==> src/rtl/seq_pkg.sv <==
// seq_pkg: shared state/mode encodings and index sizing for the LED sequencer.
package seq_pkg;
  typedef enum logic [1:0] {IDLE, RUN, PAUSE, DONE} state_t;
  typedef enum logic [1:0] {MODE_WALK, MODE_COUNT, MODE_PINGPONG, MODE_BLINK} mode_t;
  localparam int SEQ_STEPS = 8;
  localparam int IDX_W = 3;
endpackage

==> src/rtl/pattern_rom.sv <==
// pattern_rom: combinational ring pattern for a given mode and step index.
module pattern_rom
  import seq_pkg::*;
(
  input  mode_t            mode,
  input  logic [IDX_W-1:0] idx,
  output logic [3:0]       pat
);
  logic [3:0] pp;
  always_comb begin
    pp  = idx[2] ? (4'b1000 >> idx[1:0]) : (4'b0001 << idx[1:0]);
    pat = mode == MODE_WALK     ? 4'b0001 << idx[1:0] :
          mode == MODE_COUNT    ? {1'b0, idx} :
          mode == MODE_PINGPONG ? pp : {4{~idx[0]}};
  end
endmodule

==> src/rtl/led_sequencer.sv <==
// led_sequencer: run/pause/step FSM stepping a 4-LED ring pattern plus heartbeat.
module led_sequencer
  import seq_pkg::*;
#(
  parameter int NUM_PASSES = 3,
  parameter int PASS_W = 4
) (
  input  logic              clk,
  input  logic              rst_n,
  input  logic              tick,
  input  logic              run_toggle,
  input  logic              step,
  input  logic              clear,
  input  logic              dir,
  input  logic [1:0]        mode,
  output logic [4:0]        leds,
  output logic [IDX_W-1:0]  step_idx,
  output logic [PASS_W-1:0] pass_cnt,
  output logic              running,
  output logic              done
);
  localparam logic [PASS_W-1:0] LAST = PASS_W'(NUM_PASSES);
  localparam logic [PASS_W-1:0] SAT = '1;
  state_t state;
  mode_t mode_q, rom_mode;
  logic start, adv, wrap, fin;
  logic [IDX_W-1:0] nidx, rom_idx;
  logic [3:0] pat;
  // The ROM looks at the next index (or index 0 of the new mode on start) so leds stay registered.
  always_comb begin
    start    = run_toggle && (state == IDLE || state == DONE);
    adv      = (state == RUN && tick) || (state == PAUSE && step);
    nidx     = dir ? step_idx + 1'b1 : step_idx - 1'b1;
    wrap     = dir ? step_idx == IDX_W'(SEQ_STEPS - 1) : step_idx == '0;
    fin      = wrap && NUM_PASSES != 0 && pass_cnt + 1'b1 == LAST;
    rom_mode = start ? mode_t'(mode) : mode_q;
    rom_idx  = start ? '0 : nidx;
  end
  pattern_rom u_rom (.mode(rom_mode), .idx(rom_idx), .pat(pat));
  always_ff @(posedge clk or negedge rst_n) begin
    if (!rst_n) begin
      state <= IDLE;
      mode_q <= MODE_WALK;
      step_idx <= '0;
      pass_cnt <= '0;
      leds <= '0;
      running <= 1'b0;
      done <= 1'b0;
    end else if (clear) begin
      state <= IDLE;
      mode_q <= MODE_WALK;
      step_idx <= '0;
      pass_cnt <= '0;
      leds <= '0;
      running <= 1'b0;
      done <= 1'b0;
    end else if (run_toggle) begin
      if (start) begin
        mode_q <= mode_t'(mode);
        step_idx <= '0;
        pass_cnt <= '0;
        leds <= {1'b0, pat};
      end
      state <= state == RUN ? PAUSE : RUN;
      running <= state != RUN;
      done <= 1'b0;
    end else if (adv) begin
      if (fin) begin
        state <= DONE;
        pass_cnt <= LAST;
        leds[4] <= 1'b1;
        running <= 1'b0;
        done <= 1'b1;
      end else begin
        step_idx <= nidx;
        leds <= {~leds[4], pat};
        if (wrap && pass_cnt != SAT) pass_cnt <= pass_cnt + 1'b1;
      end
    end
  end
endmodule

==> config.mk <==
export PLATFORM = sky130hd
export DESIGN_NAME = led_sequencer
export DESIGN_NICKNAME = d
export VERILOG_FILES = /design/src/rtl/seq_pkg.sv /design/src/rtl/pattern_rom.sv /design/src/rtl/led_sequencer.sv
export SDC_FILE = /design/constraint.sdc
export NUM_CORES = 1
export LEC_CHECK = 0
export BUFFER_PORTS_ARGS = -buffer_cell sky130_fd_sc_hd__buf_2
export CAP_MARGIN = 20
export CORE_MARGIN = 2
export CORE_UTILIZATION = 35
export CTS_CLUSTER_DIAMETER = 200
export DETAILED_ROUTE_END_ITERATION = 8
export PLACE_DENSITY = 0.58
export SLEW_MARGIN = 20
export SYNTH_ARGS = -nofsm -noshare
export SYNTH_HDL_FRONTEND = slang
export SYNTH_HIERARCHICAL = 1
export SYNTH_SLANG_ARGS = --single-unit
==> constraint.sdc <==
create_clock -name clk -period 2.05 [get_ports clk]
set_input_delay 0.205 -clock clk [delete_from_list [all_inputs] [get_ports clk]]
set_output_delay 0.205 -clock clk [all_outputs]
set_load 0.1 [all_outputs]
After elaboration in Yosys (flattened, before gate mapping)
Index checks and enable logic that the tools add are counted.

Add/subtract/negate cells: 3. Equal/unequal tests: 11. Shift-type cells: 2. Muxes and demuxes: 40. Bitwise gates (word level): 2. Reductions and logical operators: 18.

Operator list (number): 4-bit two-way mux (11); 3-bit two-way mux (7); 5-bit two-way mux (4); 2-bit two-way mux (8); 1-bit two-way mux (10); 2-bit equality test (second input constant) (3); 3-bit AND reduction (2); 3-bit nonzero test (2); 1-bit logical AND (5); 4-bit by 1-bit adder with 4-bit output (second input constant) (1); 2-bit by 1-bit equality test with 1-bit output (second input constant) (2); 4-bit by 2-bit equality test with 1-bit output (second input constant) (1); 2-bit zero test (2); 4-bit != test (second input constant) (1); 2-bit AND reduction (2); 4-bit nonzero test (1); 1-bit by 2-bit left shift with 4-bit output (first input constant) (1); 4-bit by 2-bit >> shifter with 4-bit output (first input constant) (1); 3-bit by 1-bit adder with 3-bit output (second input constant) (1); 3-bit equality test (second input constant) (1); 3-bit zero test (1); 3-bit by 1-bit != test with 1-bit output (second input constant) (1); 3-bit != test (second input constant) (1); 3-bit by 1-bit subtractor with 3-bit output (second input constant) (1); other kinds (4) (6).

Flip-flop bits (word level): 18. Input port bits: 9. Output and inout bits: 14. Word-level logic and storage cells: 84.

Logic depth before layout (Yosys ltp)
Gate-level depths: netlist (run 1).

Depth after elaboration: 13. Depth in mapped cells: 10. Depth with buffers taken out: 10.

By module
The synthesis (run 1) kept the hierarchy.

By module, submodules not included: led_sequencer (times used 1, cells an instance 125, area an instance 1191.1 um2, sequential area each 450.4 um2); pattern_rom (times used 1, cells an instance 20, area an instance 125.1 um2, sequential area each 0.0 um2).

Worst setup path after synthesis (run 1)
No wires, ideal clock.

Path type: flip-flop to flip-flop. Start point: register step_idx[0]. End point: register leds[3]. Library setup time: 0.083 ns. Arrival: 2.851 ns. Data required time: 1.967 ns. Slack: -0.884 ns. Cell stages (with the launch flop): 10. Path buffers: 0. Period minus slack after synthesis: 2.934 ns. Path through: dfrtp_1 -> inv_1 -> fa_1 -> xnor2_1 -> nor2_1 -> o21a_1 -> and2_2 -> o32ai_1 -> nand4_1 -> o21ai_0.

Elaborated cells on any way between the ends: 22. Classes of those cells: add/sub: 2; eq/ne: 2; shift: 2; mux: 12; bitwise: 1; reduce/logical: 3.

RTL lines: from (decl) (RTL line led_sequencer.sv:17) `output logic [IDX_W-1:0] step_idx,`; from (signal assigned) (RTL line led_sequencer.sv:75) `step_idx <= nidx;`; 3-bit by 1-bit subtractor with 3-bit output / 3-bit by 1-bit adder with 3-bit output (equally long branches) (RTL line led_sequencer.sv:33) `nidx = dir ? step_idx + 1'b1 : step_idx - 1'b1;`; 3-bit two-way mux (*) (RTL line led_sequencer.sv:33); 3-bit two-way mux (*) (RTL line led_sequencer.sv:37) `rom_idx = start ? '0 : nidx;`; via rom_idx[2] (RTL line led_sequencer.sv:27) `logic [IDX_W-1:0] nidx, rom_idx;`; 4-bit two-way mux (*) (RTL line pattern_rom.sv:11) `pp = idx[2] ? (4'b1000 >> idx[1:0]) : (4'b0001 << idx[1:0]);`; 4-bit two-way mux (*) (RTL line pattern_rom.sv:14) `mode == MODE_PINGPONG ? pp : {4{~idx[0]}};`; 4-bit two-way mux (*) (RTL line pattern_rom.sv:13) `mode == MODE_COUNT ? {1'b0, idx} :`; 4-bit two-way mux (*) (RTL line pattern_rom.sv:12) `pat = mode == MODE_WALK ? 4'b0001 << idx[1:0] :`; via pat[3] (RTL line led_sequencer.sv:28) `logic [3:0] pat;`; 4-bit two-way mux (RTL line led_sequencer.sv:68) `if (fin) begin`; 5-bit two-way mux (RTL line led_sequencer.sv:67) `end else if (adv) begin`; 5-bit two-way mux (*) (RTL line led_sequencer.sv:57) `end else if (run_toggle) begin`; 5-bit two-way mux (*) (RTL line led_sequencer.sv:49) `end else if (clear) begin`; to (signal assigned) (RTL line led_sequencer.sv:62) `leds <= {1'b0, pat};`; to (signal assigned) (RTL line led_sequencer.sv:76) `leds <= {~leds[4], pat};`; to (decl) (RTL line led_sequencer.sv:16) `output logic [4:0] leds,`.

Mark *: on every way through the listed nets, which the timed path passes. The rest lies on a longest branch. The select of a mux whose other input is x is not followed. A chain may end at the register's enable or synchronous reset.

Worst setup path in the final report (run 1)
Start point: register step_idx[1]. End point: register leds[0].

Same word-level chain as after synthesis.

==> metrics.txt, run 1 <==
# fillers approximately 360; Ys Warns 6; gpl congestion between 0.8 and 0.9; sequential share of the synthesized area 0.342; Max Fclk around 0.46 GHz; Crit path required time between 2 and 2.5 ns; overall die area 4270 um2; Distinct cells, synth 53; RSZ-0062 raised after global routing yes; Root Buffer clkbuf_8; worst min path class in -> reg; maximum number of pins on one net before global-route repair 19; status finished with violations; overall die width about 65 um; vias per cell 5.60; Post-Syn Area roughly 1300 um2; Multi-input gate area 860 um2; first-pass GRT wire length roughly 6200 um; number of antenna violations at the first check in global routing 0; vias in the first global route 1,304; CP cell instances inv_2, fa_2, xnor2_2, and2_1, o21a_2, a21oi_2, nand2_1, a32oi_2, nand4_1, o21ai_1; Skew-Pair Late Insertion Delay between 0.2 and 0.3 ns; CP max stage cell dfrtp_4; Register Area between 400 and 500 um2; Clock Path Buffers 2; Final Worst Setup Slack -0.147 ns; Clock transition at path regs 0.08 ns; Syn Area/Cell 9.08 um2; CTS H-tree depth 1; core footprint 3630 um2; highest cell delay on the worst timing path 0.41 ns; Synth Register Bits 18; Syn Nets 159; Post-synth EDFFs 0; synth top area cells dfrtp_1 34%, o21ai_0 4.2%, a32oi_1 4.0%; total track usage 0.186; Worst-Margin Slew approximately 0.5 ns; DP HPWL between 2000 and 3000 um; total of max-cap violations 0; Worst setup EP type register; count leader, synth dfrtp_1; num ports 23; Site Rows 22; post-place setup slack -0.164 ns; Slew HR 0.668; R2R Setup Slk -0.15 ns; initial drt markers 84; routed vias between 1,000 and 1,500; grt ovf 0; Clock Skews 0.00283 ns; DRC 0; Leak Pwr ~0.80 nW; dpl cell area 1680 um2; Critical Path Fanout Max 4; Core Util, Final 0.492; PortBufs 22; failing checks negative setup slack; # diodes 0; CTS tree yes; proportion of layout cells with a drive suffix above 1 0.438; post-layout min period 2.20 ns; Clock Sinks 18; top cells by count, synth 18 x dfrtp_1, 11 x o21ai_0, 9 x a21oi_1, 9 x nor2_1, 8 x inv_1; WS Path Type reg -> reg; most area-hungry cell type in the Yosys netlist dfrtp_1; WL final 3660 um; Startpoint Class register; initial core utilization 0.362; Synth top area share 0.342; TritonCTS Buffers 3; final hold vios 0; Die H 65.3 um; DR pass1 iterations 4; Layout area overhead 35.7%; hold slack 0.323 ns; asr flop ratio synth 1.00; period utilisation layout 1.07; Overall Power roughly 1.7 mW; antenna viol nets, final 0; worst vdd ir 633 uV; synthesized instance count 145; Setup violations, final 4; max-slew violation count 0; final instance area 1790 um2; CP arrival 2.39 ns; nets 207; average wire per standard cell 15.3 um; Most used DFF post-synth dfrtp_1; PwrDens 952 nW/um2
-- layer usage --
metal  GRT usage  up-vias  share of wire
li1            -      650              -
met1       0.266      656           0.48
met3      0.0205        4          0.038
met2       0.293       33           0.47
met4      0.0625        0          0.012
met5           0        -              0
-- layout make-up --
type | instances | share of cell area
clock buffer | 4 | 0.0308
inverter | 8 | 0.0182
multi-input combinational | 113 | 0.481
sequential | 18 | 0.260
tap | 48 | 0.0336
timing repair buffer | 49 | 0.176
-- layout by cell type, fill, tap and decap left out, types with 2 or more instances in the layout --
| master | count |
|---|---|
| o21ai_0 | 7 |
| a22o_1 | 2 |
| nand3_1 | 3 |
| buf_2 | 22 |
| clkbuf_8 | 4 |
| inv_1 | 6 |
| nand2b_1 | 4 |
| and2_1 | 7 |
| nor3_1 | 2 |
| buf_4 | 26 |
| dfrtp_2 | 5 |
| mux2_2 | 2 |
| dfrtp_4 | 2 |
| nand4_1 | 5 |
| o221ai_1 | 2 |
| nor2_1 | 9 |
| a31oi_1 | 3 |
| nand2_1 | 7 |
| o21ai_1 | 5 |
| dfrtp_1 | 11 |
| ha_1 | 4 |
| o211ai_1 | 3 |
| a32oi_1 | 5 |
| a21oi_1 | 8 |
-- through the flow --
step / setup TNS, ns / cells
final: -0.464 / 240
after floorplan: -0.899 / 145
after detailed placement: -0.433 / 233
after CTS: -0.465 / 240
after global routing: -0.806 / 240
after global placement: -0.225 / 233
-- kinds of logic (layout without fill, tap and decap cells) --
kind of cell / after synthesis / after routing / synth area share
xor gates and xnor gates: 1 / 1 / 0.00666
buffers and inverters: 14 / 61 / 0.0456
DFF: 18 / 18 / 0.342
muxes: 2 / 2 / 0.0171
AOI/OAI and AO/OA: 57 / 57 / 0.321
and+or+nand+nor: 48 / 48 / 0.214
adders and majority gates: 5 / 5 / 0.0532
-- flip-flops by register name, summed over array words and instances, names as in the netlist --
register	count
leds	5
done	1
step_idx	3
pass_cnt	4
mode_q	2
running	1
state	2
-- report_power, final --
part           internal (mW)  total [mW]  leakage [nW]  switching, mW
clock                  0.171       0.308        0.0288          0.137
combinational          0.330       0.947         0.541          0.618
sequential             0.407       0.445         0.232         0.0383
total                  0.907        1.70         0.801          0.793
-- worst max-delay path, delay by kind of cell, from the launching register on --
| kind | cells | cell delay [ns] |
|---|---|---|
| AO/OA/AOI/OAI | 4 | 0.74 |
| XOR/XNOR | 1 | 0.15 |
| adder cells (fa/ha/maj) | 1 | 0.40 |
| buffers and inverters | 1 | 0.05 |
| flip-flops | 1 | 0.41 |
| AND/OR/NAND/NOR | 3 | 0.37 |
-- final timing paths --
path	from	to	cells after the start
max	step_idx[1]	leds[0]	10
min	clear	state[0]	4
max reg2reg	step_idx[1]	leds[0]	10
min reg2reg	done	done	2
max in group asynchronous	rst_n	step_idx[1]	2
min in group asynchronous	rst_n	leds[0]	2
-- timing repair --
| item | 4_1_cts | 5_1_grt |
|---|---|---|
| setup buffers | 2 | 0 |
| pin swaps | 4 | 7 |
| hold buffers | 1 | 0 |
| endpoints found under the setup margin | 4 | 6 |
| resized for setup | 3 | 5 |
| endpoints found under the hold margin | 18 | 0 |
Note: power is estimated with default switching activity, not from simulation.
==> run 2, diff against run 1 <==
--- a/config.mk
+++ b/config.mk
@@ -8,10 +8,10 @@
 export BUFFER_PORTS_ARGS = -buffer_cell sky130_fd_sc_hd__buf_2
 export CAP_MARGIN = 20
 export CORE_MARGIN = 2
-export CORE_UTILIZATION = 35
+export CORE_UTILIZATION = 42
 export CTS_CLUSTER_DIAMETER = 200
 export DETAILED_ROUTE_END_ITERATION = 8
-export PLACE_DENSITY = 0.58
+export PLACE_DENSITY = 0.67
 export SLEW_MARGIN = 20
 export SYNTH_ARGS = -nofsm -noshare
 export SYNTH_HDL_FRONTEND = slang
==> run 2 against run 1 <==
- the flow still finishes with violations (negative setup slack)
- clock skew up 0.0089 ns
- utilization up 7.9 points
- largest power group unchanged
- clock-buffer cell count unchanged
- worst setup slack better by 0.051 ns
- critical path type unchanged
- via count down 0.37%
==> metrics.txt, run 2 (synthesis results as in run 1) <==
DR pass1 iterations 4; total track usage 0.213; core footprint around 3000 um2; average wire per standard cell 15.0 um; WL final roughly 3500 um; CTS tree yes; routed vias 1,338; RSZ-0062 raised after global routing yes; Critical Path Fanout Max 5; Max Fclk 0.466 GHz; GR peak layer met2; gpl congestion 0.878; CP arrival 2.36 ns; largest register by flop count leds; met2 Resource Use GR 0.339; first-pass GRT wire length 5820 um; TritonCTS Buffers 3; period utilisation layout 1.05; overall die width ~60 um; setup TNS -0.312 ns; Leak Pwr between 0.7 and 0.8 nW; top flop regs leds: 5 flops, pass_cnt: 4 flops, step_idx: 3 flops; nets 204; grt ovf 0; Cell Count, Final, Fillers Out approximately 230; worst min path class in -> reg; post-layout min period 2.15 ns; Layout area overhead 31.3%; max-slew violation count 0; Register Area 464 um2; GR met1 Demand/Resource 0.305; WS Path Type reg -> reg; Worst setup EP type register; final instance area 1730 um2; initial core utilization 0.435; antenna viol nets, final 0; dpl cell area 1650 um2; worst vdd ir 672 uV; vias in the first global route 1,272; Root Buffer clkbuf_4; num ports 23; overall die area around 3600 um2; Clock Path Buffers 2; failing checks negative setup slack; Die H approximately 60 um; Slew HR 0.666; Setup violations, final 4; DP HPWL 2580 um; DRC 0; Crit path required time 2.27 ns; CTS H-tree depth 1; Skew-Pair Late Insertion Delay 0.30 ns; worst r2r path cells 9; total of max-cap violations 0; final hold vios 0; Site Rows 20; PwrDens 929 nW/um2; Worst-Margin Slew 0.501 ns; most frequent cells in the layout 23 x buf_4, 22 x buf_2, 11 x dfrtp_1; hold path depth 4; Clock transition at path regs roughly 0.12 ns; Clock Skews 0.0117 ns; met3 global-route usage 0.0281; Startpoint Class register; number of antenna violations at the first check in global routing 0; total placed cells including tap cells 226; max reg flops 5; maximum number of pins on one net before global-route repair 19; Clock Sinks 18; Final Worst Setup Slack -0.0962 ns; PortBufs 22; status finished with violations; vias per cell approximately 5.7; R2R Setup Slk -0.1 ns; # fillers 258; Multi-input gate area roughly 850 um2; proportion of layout cells with a drive suffix above 1 0.423; most common cell after layout, fill and taps aside buf_4; # diodes 0; initial drt markers between 60 and 70
-- run 2: changes by cell type in the layout (fill, tap and decap cells not counted), sizes merged --
cell | previous run | this run
buf | 48 | 45
-- run 2: timing repair --
| item | 4_1_cts | 5_1_grt |
|---|---|---|
| buffers inserted | 2 | 0 |
| endpoints found under the hold margin | 18 | 0 |
| setup endpoints to repair | 4 | 6 |
| pin swaps | 9 | 6 |
| hold buffers | 1 | 0 |
| gates resized for setup | 3 | 5 |
-- run 2: path summary, 6_finish.rpt --
check                            start          end
max in group asynchronous        rst_n  step_idx[0]
min in group asynchronous        rst_n  pass_cnt[2]
hold reg to reg                   done         done
setup reg to reg           step_idx[0]      leds[3]
setup / recovery           step_idx[0]      leds[3]
hold / removal                   clear     state[0]
-- run 2: metrics by stage --
step                      hold slack, ns   util  power, mW  setup WS (ns)
after floorplan                  -0.0906      -       1.08         -0.233
after global placement             0.159  0.545       1.32        -0.0817
after detailed placement           0.172  0.545       1.33         -0.109
after CTS                          0.266  0.566       1.59         -0.134
after global routing               0.304  0.571       1.69         -0.213
final                              0.276  0.571       1.61        -0.0962
-- run 2: where the power goes --
part           switching (mW)  internal (mW)  total [mW]  leakage, nW
clock                   0.120          0.108       0.228       0.0210
combinational           0.606          0.326       0.932        0.524
sequential             0.0387          0.406       0.445        0.232
-- run 2: per-layer routing --
metal | up-vias | part of all wire
met5 | - | 0
met4 | 0 | 0.0029
met3 | 2 | 0.045
met2 | 37 | 0.48
met1 | 648 | 0.47
li1 | 651 | -
-- run 2: worst max-delay path, stage by stage (launching register included) --
cell and delay [ns]:
dfrtp_4 0.44, inv_4 0.04, fa_2 0.40, xnor2_2 0.16, and2_1 0.16, o21a_2 0.22
and2_4 0.16, o32ai_2 0.22, nand4_1 0.13, o21ai_1 0.15
-- run 2: layout make-up --
type	instances	share of cell area
Clock buffer	4	0.0210
Inverter	8	0.0188
Multi-Input combinational cell	113	0.490
Sequential cell	18	0.269
Tap cell	44	0.0319
Timing Repair Buffer	46	0.169
